### config.mk
export PLATFORM = sky130hd
export DESIGN_NAME = fraction_normalizer4_flat
export DESIGN_NICKNAME = d
export VERILOG_FILES = /design/src/rtl/fraction_normalizer4_if.sv /design/src/rtl/fraction_normalizer4.sv /design/src/flat_wrapper.sv
export SDC_FILE = /design/constraint.sdc
export NUM_CORES = 1
export LEC_CHECK = 0
export ABC_AREA = 1
export BUFFER_PORTS_ARGS = -buffer_cell sky130_fd_sc_hd__buf_2
export CAP_MARGIN = 20
export CORE_ASPECT_RATIO = 0.75
export CORE_UTILIZATION = 56
export DETAILED_ROUTE_END_ITERATION = 8
export PLACE_DENSITY_LB_ADDON = 0.3
export SKIP_CTS_REPAIR_TIMING = 1
export SLEW_MARGIN = 20
export SYNTH_ARGS = -nofsm -noshare
export SYNTH_HDL_FRONTEND = slang
export SYNTH_SLANG_ARGS = --single-unit
### constraint.sdc
create_clock -name CLK -period 2.8 [get_ports CLK]
set_input_delay 0.28 -clock CLK [delete_from_list [all_inputs] [get_ports CLK]]
set_output_delay 0.28 -clock CLK [all_outputs]
set_load 0.01 [all_outputs]
### src/rtl/fraction_normalizer4_if.sv
// fraction_normalizer4_if
//   Groups the multiplier-side capture signals and the downstream result
//   handshake of fraction_normalizer4.
//   Ports carried:
//     Done    - multiplier done flag (level)
//     Product - 7-bit two's-complement fraction, value = Product/64
//     Ready   - downstream accepts the result when Valid & Ready at an edge
//     Mant    - 4-bit rounded mantissa, value = Mant/8
//     Exp     - left-shift count 0..6, result = Mant/8 * 2^-Exp
//     Valid   - result available
//     Sat     - rounding saturated (qualified by Valid)
//     Busy    - normalizer is not idle
//     Lost    - sticky: a start arrived while busy
//   master: the producer/consumer side (drives Done, Product, Ready).
//   slave : the normalizer itself.
interface fraction_normalizer4_if;
  logic       Done;
  logic [6:0] Product;
  logic       Ready;
  logic [3:0] Mant;
  logic [2:0] Exp;
  logic       Valid;
  logic       Sat;
  logic       Busy;
  logic       Lost;

  modport master (
    output Done, Product, Ready,
    input  Mant, Exp, Valid, Sat, Busy, Lost
  );

  modport slave (
    input  Done, Product, Ready,
    output Mant, Exp, Valid, Sat, Busy, Lost
  );
endinterface

### src/rtl/fraction_normalizer4.sv
// fraction_normalizer4
//   Captures the 7-bit product of the 4-bit fraction multiplier on a rising
//   edge of Done, normalizes it with one left shift per cycle while counting
//   the shifts, rounds to a 4-bit saturating mantissa and holds the result
//   under a Valid/Ready handshake.
//   Ports:
//     CLK - clock, rising edge
//     Rst - synchronous, active-high reset
//     bus - fraction_normalizer4_if.slave (Done, Product, Ready in;
//           Mant, Exp, Valid, Sat, Busy, Lost out; all outputs registered)
module fraction_normalizer4 (
  input  logic                   CLK,
  input  logic                   Rst,
  fraction_normalizer4_if.slave  bus
);

  typedef enum logic [1:0] {
    IDLE  = 2'd0,
    NORM  = 2'd1,
    ROUND = 2'd2,
    HOLD  = 2'd3
  } state_t;

  state_t     state, state_d;
  logic [6:0] r, r_d;
  logic [2:0] cnt, cnt_d;
  logic [3:0] mant_q, mant_d;
  logic [2:0] exp_q, exp_d;
  logic       sat_q, sat_d;
  logic       valid_q, busy_q, lost_q;
  logic       done_prev;

  logic       start;
  logic       norm_done;
  logic       sat_cond;
  logic [3:0] round_sum;

  assign start = bus.Done & ~done_prev;

  // Normalization stops on a zero value, once the sign bit and the bit below
  // it differ (the value is normalized), or after the maximum of six shifts.
  assign norm_done = (r == 7'd0) || (r[6] != r[5]) || (cnt == 3'd6);

  // Round half up on the first discarded bit. Only +0.111 with a set round
  // bit can wrap past the largest positive mantissa; negative normalized
  // values (1000..1011) always stay in range.
  assign round_sum = r[6:3] + {3'b000, r[2]};
  assign sat_cond  = (r[6:3] == 4'b0111) && r[2];

  // Next-state and datapath logic.
  always_comb begin
    // NOTE: every signal gets a default before the case so no path leaves it
    // unassigned, which would otherwise infer a latch.
    state_d = state;
    r_d     = r;
    cnt_d   = cnt;
    mant_d  = mant_q;
    exp_d   = exp_q;
    sat_d   = sat_q;

    case (state)
      IDLE: begin
        if (start) begin
          r_d     = bus.Product;
          cnt_d   = 3'd0;
          state_d = NORM;
        end
      end
      NORM: begin
        if (norm_done) begin
          state_d = ROUND;
        end else begin
          r_d   = {r[5:0], 1'b0};
          cnt_d = cnt + 3'd1;
        end
      end
      ROUND: begin
        if (sat_cond) begin
          mant_d = 4'b0111;
          sat_d  = 1'b1;
        end else begin
          mant_d = round_sum;
          sat_d  = 1'b0;
        end
        exp_d   = cnt;
        state_d = HOLD;
      end
      HOLD: begin
        // A start coinciding with acceptance is dropped: capture only in IDLE.
        if (bus.Ready) state_d = IDLE;
      end
      default: state_d = IDLE;
    endcase
  end

  // State register.
  always_ff @(posedge CLK) begin
    // NOTE: sequential state uses non-blocking assignments so every register
    // samples pre-edge values regardless of statement order.
    if (Rst) state <= IDLE;
    else     state <= state_d;
  end

  // Datapath and registered outputs.
  always_ff @(posedge CLK) begin
    if (Rst) begin
      r         <= 7'd0;
      cnt       <= 3'd0;
      mant_q    <= 4'd0;
      exp_q     <= 3'd0;
      sat_q     <= 1'b0;
      valid_q   <= 1'b0;
      busy_q    <= 1'b0;
      lost_q    <= 1'b0;
      // Reset high so a Done held through reset is not seen as a rising edge.
      done_prev <= 1'b1;
    end else begin
      r         <= r_d;
      cnt       <= cnt_d;
      mant_q    <= mant_d;
      exp_q     <= exp_d;
      sat_q     <= sat_d;
      valid_q   <= (state_d == HOLD);
      busy_q    <= (state_d != IDLE);
      lost_q    <= lost_q | (start & (state != IDLE));
      done_prev <= bus.Done;
    end
  end

  assign bus.Mant  = mant_q;
  assign bus.Exp   = exp_q;
  assign bus.Sat   = sat_q;
  assign bus.Valid = valid_q;
  assign bus.Busy  = busy_q;
  assign bus.Lost  = lost_q;

endmodule
### src/flat_wrapper.sv
// flat-port wrapper written by rule: the top's interface ports become plain ports
module fraction_normalizer4_flat 
  (CLK, Rst, bus_Done, bus_Product, bus_Ready, bus_Mant, bus_Exp, bus_Valid, bus_Sat, bus_Busy, bus_Lost);
  fraction_normalizer4_if bus_i ();
  input  logic CLK;
  input  logic Rst;
  input wire logic [$bits(bus_i.Done)-1:0] bus_Done;
  input wire logic [$bits(bus_i.Product)-1:0] bus_Product;
  input wire logic [$bits(bus_i.Ready)-1:0] bus_Ready;
  output wire logic [$bits(bus_i.Mant)-1:0] bus_Mant;
  output wire logic [$bits(bus_i.Exp)-1:0] bus_Exp;
  output wire logic [$bits(bus_i.Valid)-1:0] bus_Valid;
  output wire logic [$bits(bus_i.Sat)-1:0] bus_Sat;
  output wire logic [$bits(bus_i.Busy)-1:0] bus_Busy;
  output wire logic [$bits(bus_i.Lost)-1:0] bus_Lost;
  assign bus_i.Done = bus_Done;
  assign bus_i.Product = bus_Product;
  assign bus_i.Ready = bus_Ready;
  assign bus_Mant = bus_i.Mant;
  assign bus_Exp = bus_i.Exp;
  assign bus_Valid = bus_i.Valid;
  assign bus_Sat = bus_i.Sat;
  assign bus_Busy = bus_i.Busy;
  assign bus_Lost = bus_i.Lost;
  fraction_normalizer4 u_core (.CLK(CLK), .Rst(Rst), .bus(bus_i));
endmodule
# Word-level counts from Yosys, hierarchy flattened
# Cells that the tools add are included.
[totals]
romBits = 0
memories = 0
wordCells = 46
mem_bits_rw = 0
latchBits = 0
in_bits = 11
output_inout_bits = 11
regBits = 24
[op_classes]
n_shift = 0
n_div = 0
bitwise_logic = 4
mul = 0
add_sub_neg = 2
n_lt_le_gt_ge = 0
reduce_logical = 9
mux = 12
eq_ne = 9
[op_table]
columns = ["op", "count"]
rows = [
  ["$mux W7", 2],
  ["$pmux W7 S2", 1],
  ["$pmux W2 S4", 1],
  ["$logic_not A7 Y1", 1],
  ["$eq A2 B2 Y1 const B", 3],
  ["$mux W2", 3],
  ["$mux W3", 2],
  ["$pmux W3 S2", 1],
  ["$reduce_bool A2 Y1", 3],
  ["$add A4 B1 Y4", 1],
  ["$eq A4 B3 Y1 const B", 1],
  ["$mux W4", 1],
  ["$add A3 B1 Y3 const B", 1],
  ["$eq A3 B3 Y1 const B", 1],
  ["$reduce_and A3 Y1", 1],
  ["$and A1 B1 Y1", 2],
  ["$eq A2 B1 Y1 const B", 1],
  ["$logic_not A2 Y1", 1],
  ["$logic_or A1 B1 Y1", 2],
  ["$ne A2 B1 Y1 const B", 1],
  ["$ne A2 B2 Y1 const B", 1],
  ["$logic_and A1 B1 Y1", 1],
  ["$mux W1", 1],
  ["$ne A1 B1 Y1", 1],
  ["other kinds (2)", 2],
]

# Logic depth before layout (Yosys ltp)
# Gate-level depths: netlist (run 1).
[logic_depth]
word_depth = 6
depth_mapped = 10
mapped_depth_nobuf = 10

# Least setup slack after synthesis (run 1)
# OpenSTA, ideal clock, no wires.
[synth_path]
kind = "register to register"
from = "register u_core.r[6]"
to = "register u_core.r[5]"
t_required_ns = 2.668
path_buffers = 1
period_less_slack_ns = 1.353
setup_ns = 0.132
t_arrival_ns = 1.221
path_stages_with_launch = 8
setup_slack_ns = 1.447
cell_sequence = "dfxtp_1 -> inv_1 -> ha_1 -> a21boi_1 -> nand3_2 -> buf_4 -> nand3_1 -> a21oi_1"
[synth_via]
elab_chain_cells = 5
elab_cells_between_ends = 6
cone_classes = "eq/ne: 2; reduce/logical: 4"
[synth_rtl]
columns = ["element", "line_no", "rtl"]
rows = [
  ["start: declaration", "fraction_normalizer4.sv:25", "logic [6:0] r, r_d;"],
  ["start signal: assignment", "fraction_normalizer4.sv:118", "r <= r_d;"],
  ["$logic_not A7 Y1 or $ne A1 B1 Y1 (tied branches)", "fraction_normalizer4.sv:42", "assign norm_done = (r == 7'd0) || (r[6] != r[5]) || (cnt == 3'd6);"],
  ["$logic_or A1 B1 Y1 (*) (2 in series)", "fraction_normalizer4.sv:42", ""],
  ["$ne A2 B2 Y1 (no line) (*)", "n/a", ""],
  ["$reduce_and A3 Y1 (no line) (*)", "n/a", ""],
]
# Every way passes the cells marked *; elsewhere a longest branch is shown, timed or not.
# A chain may end at the register's enable or synchronous reset.

# Final worst setup path (run 1)
[layout_path]
from = "register u_core.r[6]"
to = "register u_core.r[6]"
# The elaborated chain is that of the path after synthesis.

==> results.ini, run 1 <==
[layout]
fin_nets = 185
drive_gt1_share_pct = 17.4
syn2layout_area_growth_pct = 15.1
final_core_util_pct = 70.6
regArea_um2 = 480
fill_cells = 146
design_area_um2 = 1250
antenna_cells = 0
multiInputGateArea_um2 = 522

[global_route]
track_usage_pct = 24.6
grt_max_degree = 15
grt_overflow = 0
grt_pass1_wl_um = 3620
grt_antenna_before_repair = 0
gr-usage-met2_pct = 39.2
grt_busiest_layer = met2
use_met3_pct = 7.58
grt_use_met1_pct = 32.0
grt_pass1_vias = 833

[logic_synthesis]
syn-num-nets = 163
synth_top_area_share_pct = 44.2
synth_edf_count = 0
synth_flop_cell = dfxtp_1
yosys-top-cells-count = 34 x nand2_1, 24 x dfxtp_1, 16 x nor2_1
ys_ff_latch = 24
synth_cell_type_count = 23
async_flop_share_pct = 0
avgSynthCellArea_um2 = 7.45
synth_cells = 146
yosysTopAreaCell = dfxtp_1
synth_seq_area_share_pct = 44.2
synthTopCellsByArea = dfxtp_1 44%, nand2_1 12%, ha_1 6.9%
syn_area_um2 = 1090
ys_warn_count = 0
yosysMostFrequentCell = nand2_1

[worst_setup_path]
cp_slowest_stage_delay_ps = 390
r2r_slack_ps = 1020
worstSetupStartpointType = flop
worstPathCellList = inv_1 > ha_1 > a21boi_1 > nand3_2 > nand2_2 > nand2_1 > a21oi_1
crit_type = reg2reg
cp_max_fo = 11
cp-end-kind = flop
cp.arrival_ps = 2030
required_ps = 3050
cp_slowest_cell = dfxtp_1

[timing]
worst_pin_slew_ps = 428
rsz0062_at_grt = no
period_share_pct = 63.6
max_freq_ghz = 0.562
fin_ws_ps = 1020
finalSetupViolations = 0
hold_violations = 0
finalSetupTns_ps = 0
skew_ps = 3.59
max_slew_margin_pct = 71.4
slew_violations = 0
post-route-min-period_ps = 1780

[routing]
firstDrtPassIters = 4
drt-initial-drc-count = 30
wl_per_cell_um = 11.7
vias = 1008
drt-total-wl_um = 2220
ant_nets = 0
vias_per_cell = 5.33
remaining_drc_errors = 0

[placement]
place_congestion = 0.914
place_ws_ps = 1120
placed_cell_area_um2 = 1200
dpl.hpwl_um = 1600
port_buffers = 21

[clock_network]
cts_max_path_buffers = 2
numCtsBuffers = 3
clock-sinks = 24
path_clk_slew_ps = 120
cts_tree = done
clock_latency_ps = 310
cts_root_buf = clkbuf_4
htree_num_levels = 1

[flow_run]
maxCapViolations = 0

[floorplan]
ios = 22
coreArea_um2 = 1770
die_area_um2 = 2120
die_w_um = 52.9
die-height_um = 40.2
rows = 13
initial_utilization_pct = 61.3

[power_and_ir_drop]
irDropWorstVdd_v = 0.000357
power.total_w = 0.000752
power_density_nw_per_um2 = 601
leakage_nw = 0.629

[outcome]
status = finished clean

[min_path]
hold_class = in2reg

-- placed cells by master (no fill, tap or decap) --
cell type   n
inv_2       1
nand3_2     1
nand4_1     1
ha_1        6
buf_2      21
nor3_1      1
nand2_1    34
dfxtp_1    24
nor2_1     16
clkinv_1    1
bufinv_16   1
inv_1      15
o21ai_0     6
xnor2_1     1
nand2_2     1
a21boi_1    1
nor2_2      1
clkbuf_4    3
o21ai_1     1
xor2_1      2
a21oi_1    13
o221ai_1    3
nand3_1    13
-- flip-flops by register name, summed over array words and instances, names as in the netlist --
name,count
u_core.state,2
u_core.cnt,3
u_core.done_prev,1
u_core.bus.Sat,1
u_core.bus.Lost,1
u_core.r,7
u_core.bus.Mant,4
u_core.bus.Exp,3
u_core.bus.Busy,1
u_core.bus.Valid,1
-- where the power goes --
part / total (W) / switching (W) / internal (W)
Sequential: 0.000382 / 0.0000160 / 0.000366
Clock: 0.000246 / 0.000101 / 0.000145
Combinational: 0.000124 / 0.0000793 / 0.0000445
Total: 0.000752 / 0.000197 / 0.000555
-- through the flow --
step | hold WS (ps) | instances
after floorplan | 349 | 146
after global placement | 445 | 185
after detailed placement | 463 | 185
after CTS | 151 | 189
after global routing | 170 | 189
final | 159 | 189
-- logic make-up after synthesis --
logic type / count (synthesis) / synth area share [%]
XOR/XNOR: 3 / 2.42
adder cells (fa/ha/maj): 6 / 6.90
AO/OA/AOI/OAI: 24 / 12.3
AND/OR/NAND/NOR: 68 / 26.4
flip-flops: 24 / 44.2
buffers and inverters: 21 / 7.82
-- area by class of cell --
class                      instances  area share [%]
timing repair buffer              21            8.40
inverter                          17            5.10
sequential                        24            38.4
clock buffer                       3            1.80
multi-input combinational        101            41.7
clock inverter                     1            2.40
tap                               22            2.20
-- worst max-delay path: cells and delay by family, from the launching register on --
kind / cells / cell delay (ps)
AO/OA/AOI/OAI: 2 / 370
AND/OR/NAND/NOR: 3 / 600
flip-flops: 1 / 390
adder cells (fa/ha/maj): 1 / 280
buffers and inverters: 1 / 90
-- final timing paths --
kind	startpoint	to	cells past startpoint
setup / recovery	u_core.r[6]	u_core.r[6]	7
hold / removal	bus_Done	u_core.done_prev	3
setup reg to reg	u_core.r[6]	u_core.r[6]	7
hold reg to reg	u_core.bus.Lost	u_core.bus.Lost	2
-- layer usage --
layer / share of wire [%] / vias up
met5: 0 / -
met1: 50 / 458
met3: 5.4 / 4
met2: 44 / 28
li1: - / 518
met4: 0.99 / 0
No activity file was read; power rests on OpenSTA's default activity.
==> inputs of run 2 (changes only) <==
ABC_AREA = 0   (was 1)
CORE_UTILIZATION = 47   (was 56)
clock period = 1.4 ns   (was 2.8 ns; I/O delays follow)
==> run 2 against run 1 <==
  * The flow now finishes with violations (negative setup slack)
  * Sequential share of layout area is 6.3 points lower
  * Clock skew rose by 1.6 ps
  * Critical path type unchanged
  * Register-to-register slack worse by 1300 ps
  * Setup slack lost 1300 ps
  * Critical path depth shrank 2
  * Total power is 87% higher
  * Area after synthesis rose by 2.5%
  * Worst hold slack got worse by 130 ps
  * Highest routed layer unchanged
  * Non-clock buffer count rose by 24
  * Design area rose by 21%
  * Sequential power is 96% higher
  * Clock power up 18%
==> results.ini, run 2 <==
[global_route]
track_usage_pct = 22.3
grt_pass1_vias = 934
grt_antenna_before_repair = 0
grt_max_degree = 20
grt_overflow = 0
grt_pass1_wl_um = 4170

[timing]
worst_pin_slew_ps = 401
rsz0062_at_grt = yes
period_share_pct = 117
max_slew_margin_pct = 73.3
slew_violations = 0
hold_violations = 0
skew_ps = 5.18
fin_ws_ps = -234
max_freq_ghz = 0.612
hold_ws_ps = 25.1
post-route-min-period_ps = 1630
finalSetupViolations = 11

[layout]
fin_nets = 181
fill_cells = 178
layout_common_cells = 22 x buf_4, 22 x dfxtp_1, 21 x buf_2
design_area_um2 = 1510
drive_gt1_share_pct = 41.4
antenna_cells = 0
top_register = u_core.r
syn2layout_area_growth_pct = 35.8
largest_register_ffs = 7

[logic_synthesis]
synth_seq_area_share_pct = 43.1
yosysTopAreaCell = dfxtp_1
yosysMostFrequentCell = dfxtp_1
yosys-top-cells-count = 24 x dfxtp_1, 11 x nand2_1, 10 x a21oi_1
syn-num-nets = 138
avgSynthCellArea_um2 = 9.21
synth_cell_type_count = 34
synth_top_area_share_pct = 43.1
ys_warn_count = 0
async_flop_share_pct = 0
synth_edf_count = 0
syn_area_um2 = 1110
synthTopCellsByArea = dfxtp_1 43%, ha_1 6.7%, a21oi_1 4.5%
synth_cells = 121
synth_flop_cell = dfxtp_1
ys_ff_latch = 24

[power_and_ir_drop]
power_switching_w = 0.000399
leakage_nw = 0.678
clkPwrFrac_pct = 20.7
swShare_pct = 28.4
p_int_w = 0.00100
power_density_nw_per_um2 = 927
combPwrFrac_pct = 26.0
seq_power_share_pct = 53.3
irDropWorstVdd_v = 0.000472

[clock_network]
cts_max_path_buffers = 2
clock_latency_ps = 310
path_clk_slew_ps = 120
htree_num_levels = 1
numCtsBuffers = 3
cts_root_buf = clkbuf_4
clock-sinks = 24
cts_tree = done

[routing]
drt-initial-drc-count = 42
remaining_drc_errors = 0
vias = 1013
wl_per_cell_um = 13.8
drt-total-wl_um = 2670
ant_nets = 0
vias_per_cell = 5.22
firstDrtPassIters = 4

[outcome]
violations = negative setup slack
status = finished with violations

[worst_setup_path]
worstSetupStartpointType = flop
cp_max_fo = 8
startpoint = u_core.r[4]
required_ps = 1650
crit_type = reg2reg
cp-end-kind = flop
cp.arrival_ps = 1890
ff2ff_path_depth = 5
r2r_start = u_core.r[4]

[floorplan]
die_w_um = 58.2
die-height_um = 44.2
initial_utilization_pct = 52.6
coreArea_um2 = 2120
die_area_um2 = 2570
rows = 14
ios = 22

[flow_run]
maxCapViolations = 0

[min_path]
hold_depth = 2
worstHoldStart = bus_Done
hold_class = in2reg

[placement]
port_buffers = 21
place_congestion = 0.810
dpl.hpwl_um = 1940
placed_cell_area_um2 = 1420

[run 2: changes by cell type after synthesis, sizes merged, moves of 3 or more]
cell	delta
nand2	-24
nand3	-12
nor2	-11
inv	-9
nand4	+5
o31ai	+5
mux2i	+4
a21oi	-3
and2	+3
nand2b	+3
o221ai	-3
[run 2: logic make-up after synthesis]
family	after synthesis	synth area share [%]
AND/OR/NAND/NOR	40	19.1
AO/OA/AOI/OAI	31	20.4
flip-flops	24	43.1
buffers and inverters	14	5.50
adder cells (fa/ha/maj)	6	6.73
multiplexers	4	3.59
XOR/XNOR	2	1.57
[run 2: worst max-delay path, stage by stage (launching register included)]
cell	delay, ps
dfxtp_2	340
or4_4	550
o211ai_4	230
and2_4	200
buf_12	120
a31o_1	130
[run 2: power by group through the flow]
stage	Clock, W	Combinational [W]	Sequential [W]
global route	0.000327	0.000395	0.000753
detailed placement	0	0.000326	0.000763
finish	0.000291	0.000365	0.000748
CTS	0.000302	0.000327	0.000748
floorplan	0	0.000169	0.000777
global placement	0	0.000313	0.000761
[run 2: per-layer routing]
metal / vias up / GRT usage (%) / part of all wire [%]
li1: 515 / - / -
met1: 474 / 28.4 / 47
met2: 22 / 37.9 / 49
met3: 2 / 6.14 / 3.6
met4: 0 / 5.71 / 0.52
met5: - / 0 / 0
[run 2: cell type report]
class	instances	area, um2	area share (%)
Sequential cell	24	485	32.1
Timing Repair Buffer	45	302	19.9
Clock buffer	3	22.5	1.49
Inverter	7	26.3	1.74
Tap cell	32	40.0	2.64
Multi-Input combinational cell	83	638	42.1
[run 2: worst paths after layout]
| path | end | slack (ps) |
|---|---|---|
| min reg2reg | u_core.bus.Lost | 450 |
| max | u_core.r[0] | -230 |
| min | u_core.done_prev | 30 |
| max reg2reg | u_core.r[0] | -230 |
[run 2: stage by stage]
step / instances / setup WS [ps] / setup TNS, ps / util (%) / power, W
3_3_place_gp: 190 / -189 / -1850 / 67.1 / 0.00107
4_1_cts: 193 / -325 / -2890 / 68.2 / 0.00138
5_1_grt: 194 / -282 / -2800 / 71.4 / 0.00148
3_5_place_dp: 190 / -307 / -2680 / 67.1 / 0.00109
2_1_floorplan: 121 / -142 / -1110 / - / 0.000946
6_report: 194 / -234 / -2360 / 71.4 / 0.00140
